===== src/rtl/data_memory_arbiter_if.sv =====
// Two-requester data memory bus: requester-side handshakes
// plus the single-ported memory side.
interface data_memory_arbiter_if #(
    parameter int DATA_WIDTH = 32,
    parameter int ADDR_WIDTH = 32
);
    logic                  p0_req;
    logic                  p0_we;
    logic [ADDR_WIDTH-1:0] p0_addr;
    logic [DATA_WIDTH-1:0] p0_wdata;
    logic                  p0_ready;
    logic                  p0_rvalid;
    logic [DATA_WIDTH-1:0] p0_rdata;

    logic                  p1_req;
    logic                  p1_we;
    logic [ADDR_WIDTH-1:0] p1_addr;
    logic [DATA_WIDTH-1:0] p1_wdata;
    logic                  p1_ready;
    logic                  p1_rvalid;
    logic [DATA_WIDTH-1:0] p1_rdata;

    logic                  mem_write_enable;
    logic [ADDR_WIDTH-1:0] mem_address;
    logic [DATA_WIDTH-1:0] mem_write_data;
    logic [DATA_WIDTH-1:0] mem_read_data;

    modport master (
        output p0_req, p0_we, p0_addr, p0_wdata,
        output p1_req, p1_we, p1_addr, p1_wdata,
        output mem_read_data,
        input  p0_ready, p0_rvalid, p0_rdata,
        input  p1_ready, p1_rvalid, p1_rdata,
        input  mem_write_enable, mem_address, mem_write_data
    );

    modport slave (
        input  p0_req, p0_we, p0_addr, p0_wdata,
        input  p1_req, p1_we, p1_addr, p1_wdata,
        input  mem_read_data,
        output p0_ready, p0_rvalid, p0_rdata,
        output p1_ready, p1_rvalid, p1_rdata,
        output mem_write_enable, mem_address, mem_write_data
    );
endinterface


===== src/rtl/data_memory_arbiter.sv =====
// Round-robin arbiter sharing one data memory between two ports;
// one access per two cycles, completion pulsed the cycle after access.
module data_memory_arbiter #(
    parameter int DATA_WIDTH = 32,
    parameter int ADDR_WIDTH = 32
) (
    input logic                  system_clock,
    input logic                  reset_n,
    data_memory_arbiter_if.slave bus
);
    typedef enum logic {
        IDLE,
        ACCESS
    } state_t;

    state_t                state_q;
    state_t                state_d;
    logic                  last_grant_q;
    logic                  grant_p1;
    logic                  accept;
    logic                  ready0;
    logic                  ready1;

    logic                  req_we_q;
    logic                  req_port_q;
    logic [ADDR_WIDTH-1:0] req_addr_q;
    logic [DATA_WIDTH-1:0] req_wdata_q;

    logic                  rvalid0_q;
    logic                  rvalid1_q;
    logic [DATA_WIDTH-1:0] rdata0_q;
    logic [DATA_WIDTH-1:0] rdata1_q;
    logic                  active;

    always_comb begin
        state_d  = state_q;
        grant_p1 = 1'b0;
        accept   = 1'b0;
        ready0   = 1'b0;
        ready1   = 1'b0;
        // On a tie the port that did not win last time goes first
        if (bus.p0_req && bus.p1_req)
            grant_p1 = ~last_grant_q;
        else
            grant_p1 = bus.p1_req;
        unique case (state_q)
            IDLE: begin
                accept = reset_n && (bus.p0_req || bus.p1_req);
                ready0 = accept && !grant_p1;
                ready1 = accept && grant_p1;
                if (accept)
                    state_d = ACCESS;
            end
            ACCESS: state_d = IDLE;
            default: state_d = IDLE;
        endcase
    end

    always_ff @(posedge system_clock) begin
        if (!reset_n) begin
            state_q      <= IDLE;
            last_grant_q <= 1'b1;
            req_we_q     <= 1'b0;
            req_port_q   <= 1'b0;
            req_addr_q   <= '0;
            req_wdata_q  <= '0;
            rvalid0_q    <= 1'b0;
            rvalid1_q    <= 1'b0;
            rdata0_q     <= '0;
            rdata1_q     <= '0;
        end else begin
            state_q   <= state_d;
            rvalid0_q <= (state_q == ACCESS) && !req_port_q;
            rvalid1_q <= (state_q == ACCESS) && req_port_q;
            if (accept) begin
                last_grant_q <= grant_p1;
                req_port_q   <= grant_p1;
                req_we_q     <= grant_p1 ? bus.p1_we : bus.p0_we;
                req_addr_q   <= grant_p1 ? bus.p1_addr : bus.p0_addr;
                req_wdata_q  <= grant_p1 ? bus.p1_wdata : bus.p0_wdata;
            end
            if (state_q == ACCESS && !req_we_q) begin
                if (req_port_q)
                    rdata1_q <= bus.mem_read_data;
                else
                    rdata0_q <= bus.mem_read_data;
            end
        end
    end

    // reset_n gating keeps an in-flight write from committing
    assign active = (state_q == ACCESS) && reset_n;

    assign bus.mem_write_enable = active && req_we_q;
    assign bus.mem_address      = active ? req_addr_q : '0;
    assign bus.mem_write_data   = active ? req_wdata_q : '0;

    assign bus.p0_ready  = ready0;
    assign bus.p1_ready  = ready1;
    assign bus.p0_rvalid = rvalid0_q && reset_n;
    assign bus.p1_rvalid = rvalid1_q && reset_n;
    assign bus.p0_rdata  = rdata0_q;
    assign bus.p1_rdata  = rdata1_q;
endmodule


===== src/flat_wrapper.sv =====
// flat-port wrapper written by rule: the top's interface ports become plain ports
module data_memory_arbiter_flat 
#(
    parameter int DATA_WIDTH = 32,
    parameter int ADDR_WIDTH = 32
)
  (system_clock, reset_n, bus_p0_req, bus_p0_we, bus_p0_addr, bus_p0_wdata, bus_p1_req, bus_p1_we, bus_p1_addr, bus_p1_wdata, bus_mem_read_data, bus_p0_ready, bus_p0_rvalid, bus_p0_rdata, bus_p1_ready, bus_p1_rvalid, bus_p1_rdata, bus_mem_write_enable, bus_mem_address, bus_mem_write_data);
  data_memory_arbiter_if #(.DATA_WIDTH(DATA_WIDTH), .ADDR_WIDTH(ADDR_WIDTH)) bus_i ();
  input logic system_clock;
  input logic reset_n;
  input wire logic [$bits(bus_i.p0_req)-1:0] bus_p0_req;
  input wire logic [$bits(bus_i.p0_we)-1:0] bus_p0_we;
  input wire logic [$bits(bus_i.p0_addr)-1:0] bus_p0_addr;
  input wire logic [$bits(bus_i.p0_wdata)-1:0] bus_p0_wdata;
  input wire logic [$bits(bus_i.p1_req)-1:0] bus_p1_req;
  input wire logic [$bits(bus_i.p1_we)-1:0] bus_p1_we;
  input wire logic [$bits(bus_i.p1_addr)-1:0] bus_p1_addr;
  input wire logic [$bits(bus_i.p1_wdata)-1:0] bus_p1_wdata;
  input wire logic [$bits(bus_i.mem_read_data)-1:0] bus_mem_read_data;
  output wire logic [$bits(bus_i.p0_ready)-1:0] bus_p0_ready;
  output wire logic [$bits(bus_i.p0_rvalid)-1:0] bus_p0_rvalid;
  output wire logic [$bits(bus_i.p0_rdata)-1:0] bus_p0_rdata;
  output wire logic [$bits(bus_i.p1_ready)-1:0] bus_p1_ready;
  output wire logic [$bits(bus_i.p1_rvalid)-1:0] bus_p1_rvalid;
  output wire logic [$bits(bus_i.p1_rdata)-1:0] bus_p1_rdata;
  output wire logic [$bits(bus_i.mem_write_enable)-1:0] bus_mem_write_enable;
  output wire logic [$bits(bus_i.mem_address)-1:0] bus_mem_address;
  output wire logic [$bits(bus_i.mem_write_data)-1:0] bus_mem_write_data;
  assign bus_i.p0_req = bus_p0_req;
  assign bus_i.p0_we = bus_p0_we;
  assign bus_i.p0_addr = bus_p0_addr;
  assign bus_i.p0_wdata = bus_p0_wdata;
  assign bus_i.p1_req = bus_p1_req;
  assign bus_i.p1_we = bus_p1_we;
  assign bus_i.p1_addr = bus_p1_addr;
  assign bus_i.p1_wdata = bus_p1_wdata;
  assign bus_i.mem_read_data = bus_mem_read_data;
  assign bus_p0_ready = bus_i.p0_ready;
  assign bus_p0_rvalid = bus_i.p0_rvalid;
  assign bus_p0_rdata = bus_i.p0_rdata;
  assign bus_p1_ready = bus_i.p1_ready;
  assign bus_p1_rvalid = bus_i.p1_rvalid;
  assign bus_p1_rdata = bus_i.p1_rdata;
  assign bus_mem_write_enable = bus_i.mem_write_enable;
  assign bus_mem_address = bus_i.mem_address;
  assign bus_mem_write_data = bus_i.mem_write_data;
  data_memory_arbiter #(.DATA_WIDTH(DATA_WIDTH), .ADDR_WIDTH(ADDR_WIDTH)) u_core (.system_clock(system_clock), .reset_n(reset_n), .bus(bus_i));
endmodule

===== config.mk =====
export PLATFORM = sky130hd
export DESIGN_NAME = data_memory_arbiter_flat
export DESIGN_NICKNAME = d
export VERILOG_FILES = /design/src/rtl/data_memory_arbiter_if.sv /design/src/rtl/data_memory_arbiter.sv /design/src/flat_wrapper.sv
export SDC_FILE = /design/constraint.sdc
export NUM_CORES = 1
export LEC_CHECK = 0
export CELL_PAD_IN_SITES_DETAIL_PLACEMENT = 1
export CELL_PAD_IN_SITES_GLOBAL_PLACEMENT = 1
export CORE_UTILIZATION = 25
export CTS_CLUSTER_DIAMETER = 30
export DETAILED_ROUTE_END_ITERATION = 8
export GPL_TIMING_DRIVEN = 0
export PLACE_DENSITY_LB_ADDON = 0.1
export SLEW_MARGIN = 15
export SYNTH_ARGS = -nofsm -noshare
export SYNTH_HDL_FRONTEND = slang
export SYNTH_SLANG_ARGS = --single-unit

===== constraint.sdc =====
create_clock -name system_clock -period 1.52 [get_ports system_clock]
set_input_delay 0.456 -clock system_clock [delete_from_list [all_inputs] [get_ports system_clock]]
set_output_delay 0.456 -clock system_clock [all_outputs]
set_load 0.01 [all_outputs]

==> flow_metrics.env, run 1 <==
export IMPL_finClkSkew_ps=16.98
export IMPL_port_buffers=298
export IMPL_layout_cells_non_filler=1457
export IMPL_cp_cell_sequence="buf_8 > clkbuf_16 > clkbuf_16 > and3_4 > buf_6"
export IMPL_die_x_um=155.8
export IMPL_multi_input_area_sq_mm=0.003344
export IMPL_worstMarginPinSlew_ps=597.6
export IMPL_min_path_cells=3
export IMPL_syn_inst=767
export IMPL_drv_slew=0
export IMPL_grt_ovfl_total=0
export IMPL_whs_ps=444.5
export IMPL_rows=55
export IMPL_cts_sinks=134
export IMPL_path_buf_inv=4
export IMPL_place_gp_congestion=0.7933
export IMPL_syn_nets=933
export IMPL_drc_errors=0
export IMPL_cp_slowest_stage_delay_ps=360
export IMPL_hpwl_mm=19.88
export IMPL_syn_to_final_growth_pct=93.44
export IMPL_rr_endpoint="u_core.req_wdata_q[21]"
export IMPL_grt_pass1_wl_mm=43.06
export IMPL_regArea_sq_mm=0.002684
export IMPL_first_global_vias=7716
export IMPL_cts_clk_slew_worst_paths_ps=60
export IMPL_timing_reg2reg_setup_slack_ps=-240
export IMPL_insertion_delay_ps=430
export IMPL_slowest_stage="dfxtp_2"
export IMPL_grt_max_degree=17
export IMPL_drt_iter0_drc=250
export IMPL_clockBufferDepth=2
export IMPL_yosys_register_bits=134
export IMPL_num_io_pins=299
export IMPL_leakage_nw=4.352
export IMPL_ir_drop_mv=0.6071
export IMPL_via_count=7338
export IMPL_worstPathMaxFanout=7
export IMPL_power_total_mw=9.860
export IMPL_hold_violations=0
export IMPL_holdPathEnd="u_core.rvalid1_q"
export IMPL_initial_utilization=0.2579
export IMPL_outcome="complete, but fails checks"
export IMPL_hold_class="in2reg"
export IMPL_r2r_start="u_core.state_q"
export IMPL_synth_area_sq_mm=0.005911
export IMPL_p_per_area_mw_per_mm2=862.4
export IMPL_cts_tree="yes"
export IMPL_grt_antenna_before_repair=3
export IMPL_first_pass_iters=4
export IMPL_wl_per_cell_um=20.17
export IMPL_slew_headroom=0.6016
export IMPL_cap_violations=0
export IMPL_dp_slack_ps=-1398
export IMPL_drtAntennaViolNets=0
export IMPL_min_from="reset_n"
export IMPL_core_area_sq_mm=0.02292
export IMPL_fin_ws_ps=-470.7
export IMPL_grtUsageTotal=0.2313
export IMPL_ys_seq_area_frac=0.4539
export IMPL_cts_buffers=17
export IMPL_critical_path_class="reg2out"
export IMPL_setup_viol_count_final=194
export IMPL_cp_common_cell="clkbuf_16"
export IMPL_die_area_sq_mm=0.02426
export IMPL_rsz0062_at_grt="true"
export IMPL_cp_start_kind="register"
export IMPL_dp_cells=1378
export IMPL_routed_wl_mm=29.39
export IMPL_crit_required_ps=1060
export IMPL_avgSynthCellArea_sq_um=7.706
export IMPL_die_h_um=155.8
export IMPL_arrival_ps=1530
export IMPL_fill_cells=2709
export IMPL_routed_via_density=5.036
export IMPL_layout_nets=1295
export IMPL_critPathCaptureType="output port"
export IMPL_drive_gt1_frac=0.2968
export IMPL_cp_top_family="buffers and inverters"
export IMPL_ys_types=23
export IMPL_max_freq_mhz=502.3
export IMPL_h_tree_depth=4
export IMPL_fin_crit_sh=1.310
export IMPL_cts_root_buf="clkbuf_16"
export IMPL_violations="setup timing"
export IMPL_yosysWarnings=0
export IMPL_reg2reg_depth=8
export IMPL_finalCriticalPeriod_ps=1991
[sequential cells by signal (all words and copies together) (netlist names), 32 cells and up]
register             flops
u_core.bus.p1_rdata     32
u_core.req_wdata_q      32
u_core.bus.p0_rdata     32
u_core.req_addr_q       32
[power by group]
part	internal (mW)	switching, mW	total, mW
Sequential	3.70	0.107	3.81
Combinational	1.09	0.967	2.06
Clock	2.25	1.74	3.99
Total	7.05	2.81	9.86
[kinds of logic (layout without fill, tap and decap cells)]
kind of cell | count (synthesis) | count (layout) | synth area share
AND/OR/NAND/NOR | 342 | 342 | 0.2949
other | 0 | 2 | 0
buffers and inverters | 95 | 470 | 0.07070
flip-flops | 134 | 134 | 0.4539
AO/OA/AOI/OAI | 196 | 196 | 0.1806
[layout by cell type (no fill, tap or decap), drive strengths merged]
cell type and n:
nand2b 2, nand3 66, clkbuf 87, and3 67, clkdlybuf4s50 162, and2 2, nor3b 1, diode 2
or3b 1, clkinv 3, and3b 2, clkinvlp 3, inv 7, nor2 3, o211a 1, buf 152
a31oi 65, nand4 65, clkdlybuf4s15 29, o21ai 66, nand3b 2, nand2 130, dlygate4sd2 27, nor2b 1
a21oi 64, dfxtp 134
[stage by stage]
step | TNS [ps] | util | area (sq um)
global placement | -179260 | 0.4052 | 9285
CTS | -28940 | 0.4736 | 10850
finish | -45780 | 0.4989 | 11430
detailed placement | -181230 | 0.4052 | 9285
global route | -53600 | 0.4989 | 11430
floorplan | -784.6 | - | 5911
[synthesized netlist by cell type]
cell type  count  area, sq um
a21oi_1       64        320.3
a31oi_1       65        406.6
and2_1         2        12.51
and3_1        67        419.2
and3b_1        2        17.52
buf_1         10        37.54
buf_2         25        125.1
buf_4          8        60.06
clkbuf_1      50        187.7
dfxtp_1      134         2683
inv_1          2        7.510
nand2_1      130        488.0
nand2b_1       2        12.51
nand3_1       66        330.3
nand3b_1       2        15.01
nand4_1       65        406.6
nor2_1         3        11.26
nor2b_2        1        8.760
nor3b_2        1        12.51
o211a_1        1        10.01
o21ai_0       61        305.3
o21ai_1        5        25.02
or3b_1         1        8.760
[area by class of cell]
cell class              count  area share
well taps                 313     0.03425
inverters                   2   0.0006566
repair buffers            344      0.3178
clock buffers              21     0.04115
plain buffers              92     0.07069
clock inverters            11    0.007770
diodes                      2   0.0004377
multi-input cells         538      0.2925
flip-flops and latches    134      0.2347
[worst max path at each step]
stage,startpoint,endpoint,cells after the start
floorplan,u_core.state_q,bus_mem_address[0],4
finish,u_core.state_q,bus_mem_write_data[30],5
global route,u_core.state_q,bus_mem_address[12],5
global placement,reset_n,bus_mem_address[1],5
CTS,u_core.state_q,bus_mem_address[3],5
detailed placement,reset_n,bus_mem_address[3],5
[metal layers]
layer	wire, um	vias up	GRT usage
met1	12520	3587	0.2752
met2	14650	221	0.3997
met3	1774	27	0.06500
li1	-	3503	-
met5	0	-	0
met4	448	0	0.07470
[worst register-to-register path, stage by stage (launching register included)]
cell and delay, ps:
dfxtp_2 340, buf_8 140, buf_4 130, buf_6 110, and3b_2 340, buf_12 180, buf_8 130, nand3_2 60
a31oi_1 230
[repair_timing]
item | CTS | global route
hold buffers | 0 | 0
setup endpoints to repair | 260 | 230
setup buffers | 19 | 10
pin swaps | 44 | 38
cloned | 12 | 10
resized for setup | 600 | 152
Note: power is estimated with default switching activity, not from simulation.
==> run 2, diff against run 1 <==
- SETUP_SLACK_MARGIN: default -> 0.15
==> run 2 against run 1 <==
Compared with the run above:
- the run still ends with setup timing left
- clock skew decreased by 8.9 ps
- hold slack got worse by 22 ps
- via count decreased by 1.1%
- combinational power fell by 3%
- flip-flop and latch count is the same
- setup slack better by 18 ps
- largest cell class unchanged
- cell count about the same
==> flow_metrics.env, run 2 (same netlist as run 1, synthesis figures left out) <==
export IMPL_drt_iter0_drc=253
export IMPL_wl_met3_mm=1.647
export IMPL_place_gp_congestion=0.7859
export IMPL_dr_max_layer_used="met4"
export IMPL_cp_top_family="buffers and inverters"
export IMPL_drc_errors=0
export IMPL_fin_crit_sh=1.298
export IMPL_rows=55
export IMPL_via_count=7258
export IMPL_worstMarginPinSlew_ps=674.8
export IMPL_grt_pass1_wl_mm=43.24
export IMPL_initial_utilization=0.2579
export IMPL_arrival_ps=1520
export IMPL_port_buffers=298
export IMPL_ir_drop_mv=0.5676
export IMPL_finClkSkew_ps=8.111
export IMPL_setup_viol_count_final=133
export IMPL_fill_cells=2648
export IMPL_syn_to_final_growth_pct=88.40
export IMPL_cp_common_cell="buf_6"
export IMPL_p_per_area_mw_per_mm2=908.4
export IMPL_slowest_stage="dfxtp_2"
export IMPL_violations="setup timing"
export IMPL_layout_common_cells="clkdlybuf4s50_1, nand2_1, dfxtp_1"
export IMPL_rsz0062_at_grt="true"
export IMPL_insertion_delay_ps=420
export IMPL_core_area_sq_mm=0.02292
export IMPL_die_area_sq_mm=0.02426
export IMPL_grt_max_degree=17
export IMPL_leakage_nw=4.370
export IMPL_cap_violations=0
export IMPL_finalCriticalPeriod_ps=1973
export IMPL_max_freq_mhz=506.9
export IMPL_drtAntennaViolNets=0
export IMPL_power_total_mw=10.12
export IMPL_met2_wirelength_mm=14.08
export IMPL_drv_slew=0
export IMPL_cts_tree="yes"
export IMPL_grt_antenna_before_repair=2
export IMPL_wl_per_cell_um=19.60
export IMPL_outcome="complete, but fails checks"
export IMPL_cp_cell_sequence="buf_6 > buf_6 > nor2b_4 > buf_6 > and3_4 > buf_6"
export IMPL_num_io_pins=299
export IMPL_first_global_vias=7740
export IMPL_critical_path_class="reg2out"
export IMPL_dp_cells=1378
export IMPL_grt_ovfl_total=0
export IMPL_die_x_um=155.8
export IMPL_path_buf_inv=4
export IMPL_met1_length_mm=12.46
export IMPL_crit_required_ps=1060
export IMPL_hpwl_mm=19.73
export IMPL_fin_ws_ps=-452.9
export IMPL_die_h_um=155.8
export IMPL_slew_headroom=0.5502
export IMPL_routed_via_density=4.978
export IMPL_worstPathMaxFanout=6
export IMPL_h_tree_depth=4
export IMPL_first_pass_iters=4
export IMPL_dp_slack_ps=-1118
export IMPL_cts_root_buf="clkbuf_16"
export IMPL_grtUsageTotal=0.2329
export IMPL_critPathCaptureType="output port"
export IMPL_layout_cells_most_common="clkdlybuf4s50_1"
export IMPL_layout_cells_non_filler=1458
export IMPL_cp_slowest_stage_delay_ps=320
export IMPL_drive_gt1_frac=0.3596
export IMPL_hold_class="in2reg"
export IMPL_cts_sinks=134
export IMPL_cp_start_kind="register"
export IMPL_layout_nets=1296
export IMPL_hold_violations=0
export IMPL_cts_buffers=17
export IMPL_clockBufferDepth=2
export IMPL_routed_wl_mm=28.57
export IMPL_cts_clk_slew_worst_paths_ps=60
## run 2: cell types whose count changed in the layout (fill, tap and decap cells not counted), sizes merged, moves of 17 or more
cell,change
clkdlybuf4s15,-20
buf,+60
clkbuf,-17
dlygate4sd2,-26
## run 2: final timing paths
| kind | from | to | cells past startpoint | slack (ps) |
|---|---|---|---|---|
| worst max-delay path | u_core.state_q | bus_p1_ready | 6 | -450 |
| worst max register to register | u_core.state_q | u_core.bus.p0_rdata[20] | 8 | -110 |
| worst min register to register | u_core.bus.p1_rdata[8] | u_core.bus.p1_rdata[8] | 2 | 450 |
| worst min-delay path | reset_n | u_core.rvalid1_q | 3 | 420 |
## run 2: final cells by class
cell class | instances | area (sq um) | area share
antenna | 2 | 5.005 | 0.0004494
buffer | 93 | 883.3 | 0.07933
clock buffer | 18 | 439.2 | 0.03944
clock inverter | 14 | 165.2 | 0.01483
inverter | 2 | 7.507 | 0.0006742
multi-input combinational | 538 | 3228 | 0.2899
sequential | 134 | 2719 | 0.2442
tap | 313 | 391.6 | 0.03517
timing repair buffer | 344 | 3297 | 0.2961
## run 2: timing repair
action                                  CTS  global route
endpoints found under the setup margin  264           237
resized for setup                       777            70
buffers inserted                         23             8
pin swaps                                26            26
hold buffers                              0             0
cloned                                   14             1
## run 2: through the flow
stage	util	instance area [sq um]	setup TNS [ps]	hold WS, ps
2_1_floorplan	-	6140	0	458.9
3_3_place_gp	0.4152	9514	-150360	441.2
3_5_place_dp	0.4152	9514	-155550	445.9
4_1_cts	0.4729	10840	-33510	398.2
5_1_grt	0.4859	11140	-38390	411.6
6_report	0.4859	11140	-30800	422.8
## run 2: tightest hold or removal path, delay by kind of cell
family,cells,cell delay (ps)
buf+inv,2,210
simple gates,1,140
## run 2: power by group
| part | internal (mW) | leakage [nW] | switching, mW |
|---|---|---|---|
| clock network | 2.51 | 0.284 | 1.79 |
| logic | 1.06 | 2.98 | 0.946 |
| registers | 3.71 | 1.11 | 0.101 |
| total | 7.28 | 4.37 | 2.84 |
## run 2: metal layers
| metal | vias to the layer above | global-route usage |
|---|---|---|
| li1 | 3513 | - |
| met1 | 3490 | 0.2865 |
| met2 | 233 | 0.4012 |
| met3 | 22 | 0.05722 |
| met4 | 0 | 0.06676 |
| met5 | - | 0 |
